==> src/rtl/mem_stage_ls_pkg.sv <==
// ==== mem_stage_ls_pkg : opcodes, FSM states, stall levels and bus layout for the MEM stage | rev 1.0 ====
`default_nettype none

package mem_stage_ls_pkg;

  localparam int EXM_W   = 82;
  localparam int MEMWB_W = 70;
  localparam int RF_W    = 38;

  localparam logic [5:0] OP_LB  = 6'b100000;
  localparam logic [5:0] OP_LH  = 6'b100001;
  localparam logic [5:0] OP_LW  = 6'b100011;
  localparam logic [5:0] OP_LBU = 6'b100100;
  localparam logic [5:0] OP_LHU = 6'b100101;
  localparam logic [5:0] OP_SB  = 6'b101000;
  localparam logic [5:0] OP_SH  = 6'b101001;
  localparam logic [5:0] OP_SW  = 6'b101011;

  localparam logic [1:0] ST_IDLE = 2'd0;
  localparam logic [1:0] ST_WAIT = 2'd1;
  localparam logic [1:0] ST_DONE = 2'd2;
  localparam logic [1:0] ST_DROP = 2'd3;

  localparam logic STOP    = 1'b1;
  localparam logic NO_STOP = 1'b0;

  typedef struct packed {
    logic [5:0]  ld_st_op;
    logic [31:0] pc;
    logic        data_ram_en;
    logic [3:0]  data_ram_wen;
    logic        sel_rf_res;
    logic        rf_we;
    logic [4:0]  rf_waddr;
    logic [31:0] ex_result;
  } exm_t;

  function automatic logic is_load_op(input logic [5:0] op);
    return op inside {OP_LB, OP_LH, OP_LW, OP_LBU, OP_LHU};
  endfunction

  function automatic logic is_store_op(input logic [5:0] op);
    return op inside {OP_SB, OP_SH, OP_SW};
  endfunction

  function automatic logic is_load(input exm_t b);
    return b.data_ram_en && (b.data_ram_wen == 4'b0000) && is_load_op(b.ld_st_op);
  endfunction

  function automatic logic misaligned(input logic [5:0] op, input logic [1:0] off);
    case (op)
      OP_LH, OP_LHU, OP_SH: return off[0];
      OP_LW, OP_SW:         return off != 2'b00;
      default:              return 1'b0;
    endcase
  endfunction

endpackage

`default_nettype wire

==> src/rtl/mem_load_align.sv <==
// ==== mem_load_align : little-endian lane select with sign/zero extension | rev 1.0 ====
`default_nettype none

module mem_load_align
  import mem_stage_ls_pkg::*;
(
  input  logic [31:0] rdata,
  input  logic [1:0]  off,
  input  logic [5:0]  ld_st_op,
  output logic [31:0] data
);

  logic [7:0]  byte_sel;
  logic [15:0] half_sel;

  always_comb begin
    case (off)
      2'd0:    byte_sel = rdata[7:0];
      2'd1:    byte_sel = rdata[15:8];
      2'd2:    byte_sel = rdata[23:16];
      default: byte_sel = rdata[31:24];
    endcase
    half_sel = off[1] ? rdata[31:16] : rdata[15:0];
    case (ld_st_op)
      OP_LB:   data = {{24{byte_sel[7]}}, byte_sel};
      OP_LBU:  data = {24'h0, byte_sel};
      OP_LH:   data = {{16{half_sel[15]}}, half_sel};
      OP_LHU:  data = {16'h0, half_sel};
      default: data = rdata;
    endcase
  end

endmodule

`default_nettype wire

==> src/rtl/mem_stage_ls.sv <==
// ==== mem_stage_ls : MEM stage with load family and variable-latency SRAM handshake | rev 1.0 ====
// ==== optional: MEM_UNALIGNED_EXC_EN adds mem_adel / mem_ades misalignment flags     ====
`default_nettype none

module mem_stage_ls
  import mem_stage_ls_pkg::*;
#(
  parameter int STALL_W   = 6,
  parameter int STAGE_IDX = 3,
  parameter int EXM_W     = mem_stage_ls_pkg::EXM_W,
  parameter int MEMWB_W   = mem_stage_ls_pkg::MEMWB_W,
  parameter int RF_W      = mem_stage_ls_pkg::RF_W
) (
  input  logic               clk,
  input  logic               rst,
  input  logic [STALL_W-1:0] stall,
  input  logic               flush,
  input  logic [EXM_W-1:0]   ex_to_mem_bus,
  input  logic [31:0]        data_sram_rdata,
  input  logic               data_sram_rvalid,
  output logic               stallreq_mem,
  output logic [MEMWB_W-1:0] mem_to_wb_bus,
  output logic [RF_W-1:0]    mem_to_rf_bus
`ifdef MEM_UNALIGNED_EXC_EN
  ,
  output logic               mem_adel,
  output logic               mem_ades
`endif
);

  exm_t        ex_in;
  exm_t        stage_q;
  logic [1:0]  state_q;
  logic [1:0]  state_d;
  logic [31:0] buf_q;
  logic [31:0] ld_src;
  logic [31:0] ld_data;
  logic [31:0] wdata;
  logic        we;
  logic        busy;
  logic        own_stop;
  logic        down_stop;
  logic        capture;
  logic        bubble;
  logic        in_load;
  logic        adel;
  logic        unused_stall;

  assign ex_in        = ex_to_mem_bus;
  assign own_stop     = (stall[STAGE_IDX] == STOP);
  assign down_stop    = (stall[STAGE_IDX+1] == STOP);
  assign unused_stall = ^stall;

  // A load still waiting on its response (or a dropped one) owns the register.
  assign busy    = ((state_q == ST_WAIT) && !data_sram_rvalid) || (state_q == ST_DROP);
  assign capture = !flush && !busy && !own_stop;
  assign bubble  = !flush && !busy && own_stop && !down_stop;

`ifdef MEM_UNALIGNED_EXC_EN
  assign in_load  = is_load(ex_in) && !misaligned(ex_in.ld_st_op, ex_in.ex_result[1:0]);
  assign adel     = is_load(stage_q) && misaligned(stage_q.ld_st_op, stage_q.ex_result[1:0]);
  assign mem_adel = adel;
  assign mem_ades = stage_q.data_ram_en && is_store_op(stage_q.ld_st_op)
                    && misaligned(stage_q.ld_st_op, stage_q.ex_result[1:0]);
`else
  assign in_load = is_load(ex_in);
  assign adel    = 1'b0;
`endif

  always_ff @(posedge clk or posedge rst) begin
    if (rst) begin
      stage_q <= '0;
    end else if (flush) begin
      stage_q <= '0;
    end else if (bubble) begin
      stage_q <= '0;
    end else if (capture) begin
      stage_q <= ex_in;
    end
  end

  always_ff @(posedge clk or posedge rst) begin
    if (rst) begin
      buf_q <= '0;
    end else if ((state_q == ST_WAIT) && data_sram_rvalid) begin
      buf_q <= data_sram_rdata;
    end
  end

  always_ff @(posedge clk or posedge rst) begin
    if (rst) begin
      state_q <= ST_IDLE;
    end else begin
      state_q <= state_d;
    end
  end

  always_comb begin
    state_d = state_q;
    if (state_q == ST_DROP) begin
      if (data_sram_rvalid) state_d = ST_IDLE;
    end else if (flush) begin
      // A flushed read still has a response in flight unless it lands this cycle.
      state_d = ((state_q == ST_WAIT) && !data_sram_rvalid) ? ST_DROP : ST_IDLE;
    end else if (capture) begin
      state_d = in_load ? ST_WAIT : ST_IDLE;
    end else if (bubble) begin
      state_d = ST_IDLE;
    end else if ((state_q == ST_WAIT) && data_sram_rvalid) begin
      state_d = ST_DONE;
    end
  end

  mem_load_align u_align (
    .rdata    (ld_src),
    .off      (stage_q.ex_result[1:0]),
    .ld_st_op (stage_q.ld_st_op),
    .data     (ld_data)
  );

  always_comb begin
    stallreq_mem  = busy;
    ld_src        = data_sram_rvalid ? data_sram_rdata : buf_q;
    wdata         = stage_q.sel_rf_res ? ld_data : stage_q.ex_result;
    we            = stage_q.rf_we && !busy && !adel;
    mem_to_wb_bus = {stage_q.pc, we, stage_q.rf_waddr, wdata};
    mem_to_rf_bus = {we, stage_q.rf_waddr, wdata};
  end

endmodule

`default_nettype wire
==> config.mk <==
export PLATFORM = sky130hd
export DESIGN_NAME = mem_stage_ls
export DESIGN_NICKNAME = d
export VERILOG_FILES = /design/src/rtl/mem_stage_ls_pkg.sv /design/src/rtl/mem_load_align.sv /design/src/rtl/mem_stage_ls.sv
export SDC_FILE = /design/constraint.sdc
export NUM_CORES = 1
export LEC_CHECK = 0
export ABC_AREA = 0
export BUFFER_PORTS_ARGS = -buffer_cell sky130_fd_sc_hd__clkbuf_2
export CORE_ASPECT_RATIO = 0.8
export CORE_MARGIN = 1.5
export CORE_UTILIZATION = 35
export DETAILED_ROUTE_END_ITERATION = 8
export GPL_ROUTABILITY_DRIVEN = 1
export PLACE_DENSITY = 0.63
export REMOVE_ABC_BUFFERS = 1
export SETUP_SLACK_MARGIN = 0.05
export SLEW_MARGIN = 20
export SYNTH_ARGS = -nofsm -noshare
export SYNTH_HDL_FRONTEND = slang
export SYNTH_HIERARCHICAL = 1
export SYNTH_SLANG_ARGS = --single-unit
==> constraint.sdc <==
create_clock -name clk -period 9.55 [get_ports clk]
set_clock_uncertainty 0.1 [all_clocks]
set_input_delay 0.955 -clock clk [delete_from_list [all_inputs] [get_ports clk]]
set_output_delay 0.955 -clock clk [all_outputs]
set_load 0.02 [all_outputs]
==> results.txt <==
- Power Total: 1.12 mW
- Average wire length per cell after detail routing: 16.1 um
- Max clock buf depth: 2
* Endpoint type of the worst setup path: output port
- Top-Level Pins: roughly 230
- Area fraction in compound gates after synthesis: 0.169
- Die Span X: 159 um
- Based on the critical path, the design can be clocked at up to 213 MHz.
* Worst setup path class: in2out
* Combined area of all synthesized cells: 0.00680 mm^2
* Full die area: between 0.02 and 0.025 mm^2
* Max_cap viols: 0
- Fraction of synthesized cell area taken by the top area cell type: 0.409
- CTS sink cnt: 111
- CP cell instances: clkbuf_2 > buf_4 > mux2_2 > mux4_2 > nor2_1 > buf_4 > o21ai_1 > nand2_1 > o21ai_0 > clkbuf_2
- Most common cell in the synthesized netlist: inv_1
- Outcome: finished, final reports clean
* Synthesized area per cell: 9.44 um^2
* Vertical die dimension: 128 um
- Count of distinct cell types in the synthesized netlist: 34
- After clock tree synthesis, the clock-pin slew on the worst setup and hold paths is 0.08 ns.
- Post-synthesis share of cell area spent on and, or, nand and nor gates: 0.0565
* Slew margin rel.: 0.354
* CTS buffer count: 9
- DRC violation count after routing: 0
- Share of post-route cells with drive strength above 1: 0.403
* XOR/XNOR Fraction of Synth Area: 0
* Final Cycle Share: 0.492
- Adder and majority cell fraction of the synthesized area: 0
- The portion of synthesized area spent on multiplexers is 0.158.
- In this run the standard cell core region covers 0.0190 mm^2.
- Antenna violations before repair: 0
- At the end of routability-driven placement, the weighted congestion stood at 0.744.
- The worst path needs about 4.7 ns of the cycle, external delays included.
* Number of DRC violations after detailed-routing iteration 0: around 270
* First-pass GRT wire length: 28400 um
- STA puts the critical path data required time at 8.50 ns.
- Final hold violation count: 0
- The max-slew violation count was 0.
- Final routed wirelength across all metal layers: 17800 um
* Data arrival, critical path: 3.64 ns
* Port Buf Inserts: 228
- Critical Path Source Type: input pin
- In the synthesized netlist, the number of instances is 720.
- Final Worst Setup Slack: approximately 4.9 ns
* Area growth from synthesis to layout: 15.4%
- Entering global routing, the biggest net connects 72 pins.
- Dividing total power by cell area gives a power density of around 140 mW/mm^2.
- Summed over all layers, the global routing overflow is 0.
- At the placement stage, the worst setup path has a slack of 4.82 ns.
- The synthesized design spends more area on one cell type than any other, namely dfrtp_1.
- Source-to-sink clock delay at the later pin of the worst-skew pair: 0.35 ns
* Most used flip-flop cell after synthesis: dfrtp_1
- Number of flops mapped to enable cells by yosys: 0
- After clock tree synthesis, the repair step resized 0 gates.
* Post-layout net count: between 900 and 1000
- Buffer type at the clock tree root: clkbuf_16
- Setup violations remaining at the end of the flow were counted as 0.
- Using the TritonRoute via totals, the vias-per-cell ratio works out to between 4 and 5.
* Layout Cells excl Fill: 1100
* Vias: 5338
* Starting density of the core: 0.358
* Path class of the lowest-slack min-delay path: reg2reg
* Total Neg Setup Slack: 0 ns
- In the global route stage, overall resource usage came out at 0.178.
* HPWL Detailed: 11700 um
* Post-CTS setup-driven buffer insertion count: 0
- Setup repair after global routing left no endpoint under its margin.
- Slowest cell on the critical path: mux4_2
- The initialized floorplan defines 45 standard-cell rows.
- Dominant combinational cell family by area after synthesis: buffers and inverters
- Counting flops and latches in the post-synthesis netlist gives 111.
- After clock tree synthesis, the flow added hold-fix buffers numbering 0.
- Ant. Diodes: 0
* Max IR drop VDD: ~0.000083 V
- The Yosys step of the flow raised 6 warnings.
* Antenna-violating nets left: 0
- TritonCTS clock tree: built
* Most frequent cells after synthesis: 157 x inv_1, 111 x dfrtp_1, 78 x o32ai_1, 77 x buf_4, 70 x mux2_2
- For the pin with the worst max-slew slack, the measured transition is a little under 1 ns.
- Share of flip-flops with an asynchronous set or reset after synthesis: 1.00
- The number of global-route vias before repair was approximately 5300.
- By area the synthesized netlist is led by dfrtp_1 41%, mux2_2 12%, o32ai_1 10%, inv_1 8.7%, buf_4 8.5%.
* Placed insts: about 1100
* Fraction of the yosys area taken by sequential cells: 0.409
- Router iterations before antenna repair: 5
- Along the worst path, the maximum fanout reaches 35.
- LEAKAGE: 4.07 nW
* CTS H-Tree Depth: 3
- Slowest stage delay, CP: around 0.53 ns
- Hold timing on the final database bottoms out at a slack of 0.404 ns.
cell type report:
class                      instances  area (um^2)
inverter                         157          592
fill                            1956        11100
sequential                       111         2780
clock buffer                      10          229
clock inverter                     6         93.8
multi-input combinational        321         2620
tap                              258          323
timing repair buffer             237         1210
cells in the final DEF, fill, tap and decap left out, types with 2 or more instances in the layout:
cell / Yosys / routed
a221o_1: 14 / 14
and3_1: 7 / 7
buf_4: 77 / 10
bufinv_16: 0 / 2
clkbuf_16: 0 / 9
clkbuf_2: 0 / 227
clkinv_4: 0 / 2
dfrtp_1: 111 / 110
inv_1: 157 / 156
mux2_2: 70 / 70
mux2i_1: 9 / 9
mux4_2: 8 / 8
nand2_1: 53 / 53
nand2b_1: 2 / 2
nor2_1: 12 / 12
nor2b_1: 3 / 3
o21ai_0: 39 / 39
o21ai_1: 10 / 10
o32ai_1: 78 / 78
path summary, 6_finish.rpt:
path                                              from                       endpoint  slack [ns]  depth (start not counted)
max in group asynchronous                          rst        stage_q[38]$_DFFE_PP0P_        7.32                          3
worst min-delay path             buf_q[24]$_DFFE_PP0P_          buf_q[24]$_DFFE_PP0P_        0.40                          1
min in group asynchronous                          rst  mem_to_rf_bus[34]$_DFFE_PP0P_        0.53                          2
worst max register to register  state_q[1]$_DFFE_PP0P_        stage_q[12]$_DFFE_PP0P_        7.35                          4
worst min register to register   buf_q[24]$_DFFE_PP0P_          buf_q[24]$_DFFE_PP0P_        0.40                          1
worst max-delay path                  data_sram_rvalid              mem_to_wb_bus[29]        4.85                         10
worst max-delay path, delay by kind of cell:
kind	cells	cell delay (ns)
compound gates	2	0.28
mux	2	0.95
buf+inv	4	1.02
simple gates	2	0.40
per-stage QoR:
| stage | util | instance area [um^2] |
|---|---|---|
| 5_1_grt | 0.414 | 7850 |
| 2_1_floorplan | - | 5970 |
| 3_5_place_dp | 0.396 | 7520 |
| 4_1_cts | 0.413 | 7840 |
| 3_3_place_gp | 0.396 | 7520 |
| 6_report | 0.414 | 7850 |
kinds of logic after synthesis:
logic type      count (synthesis)
mux                            88
simple gates                   83
compound gates                150
buf+inv                       288
flops                         111
routing by layer:
layer / share of wire / wire length (um) / track usage / vias to the layer above
met5: 0 / 0 / 0 / -
met4: 0.0091 / 161 / 0.0359 / 0
met3: 0.064 / 1140 / 0.0440 / 14
met2: 0.46 / 8210 / 0.291 / 190
met1: 0.46 / 8260 / 0.239 / 2541
li1: - / - / - / 2593
flip-flops by register name, indices dropped and copies added (netlist names):
register,cells
buf_q,32
mem_to_rf_bus,5
mem_to_wb_bus,32
stage_q,40
state_q,2
power breakdown:
group / internal, mW / switching [mW] / leakage (nW) / total, mW
logic: 0.0778 / 0.128 / 2.41 / 0.205
registers: 0.486 / 0.0134 / 1.50 / 0.500
clock network: 0.233 / 0.186 / 0.153 / 0.418
total: 0.797 / 0.327 / 4.07 / 1.12
Note: power is estimated with default switching activity, not from simulation.
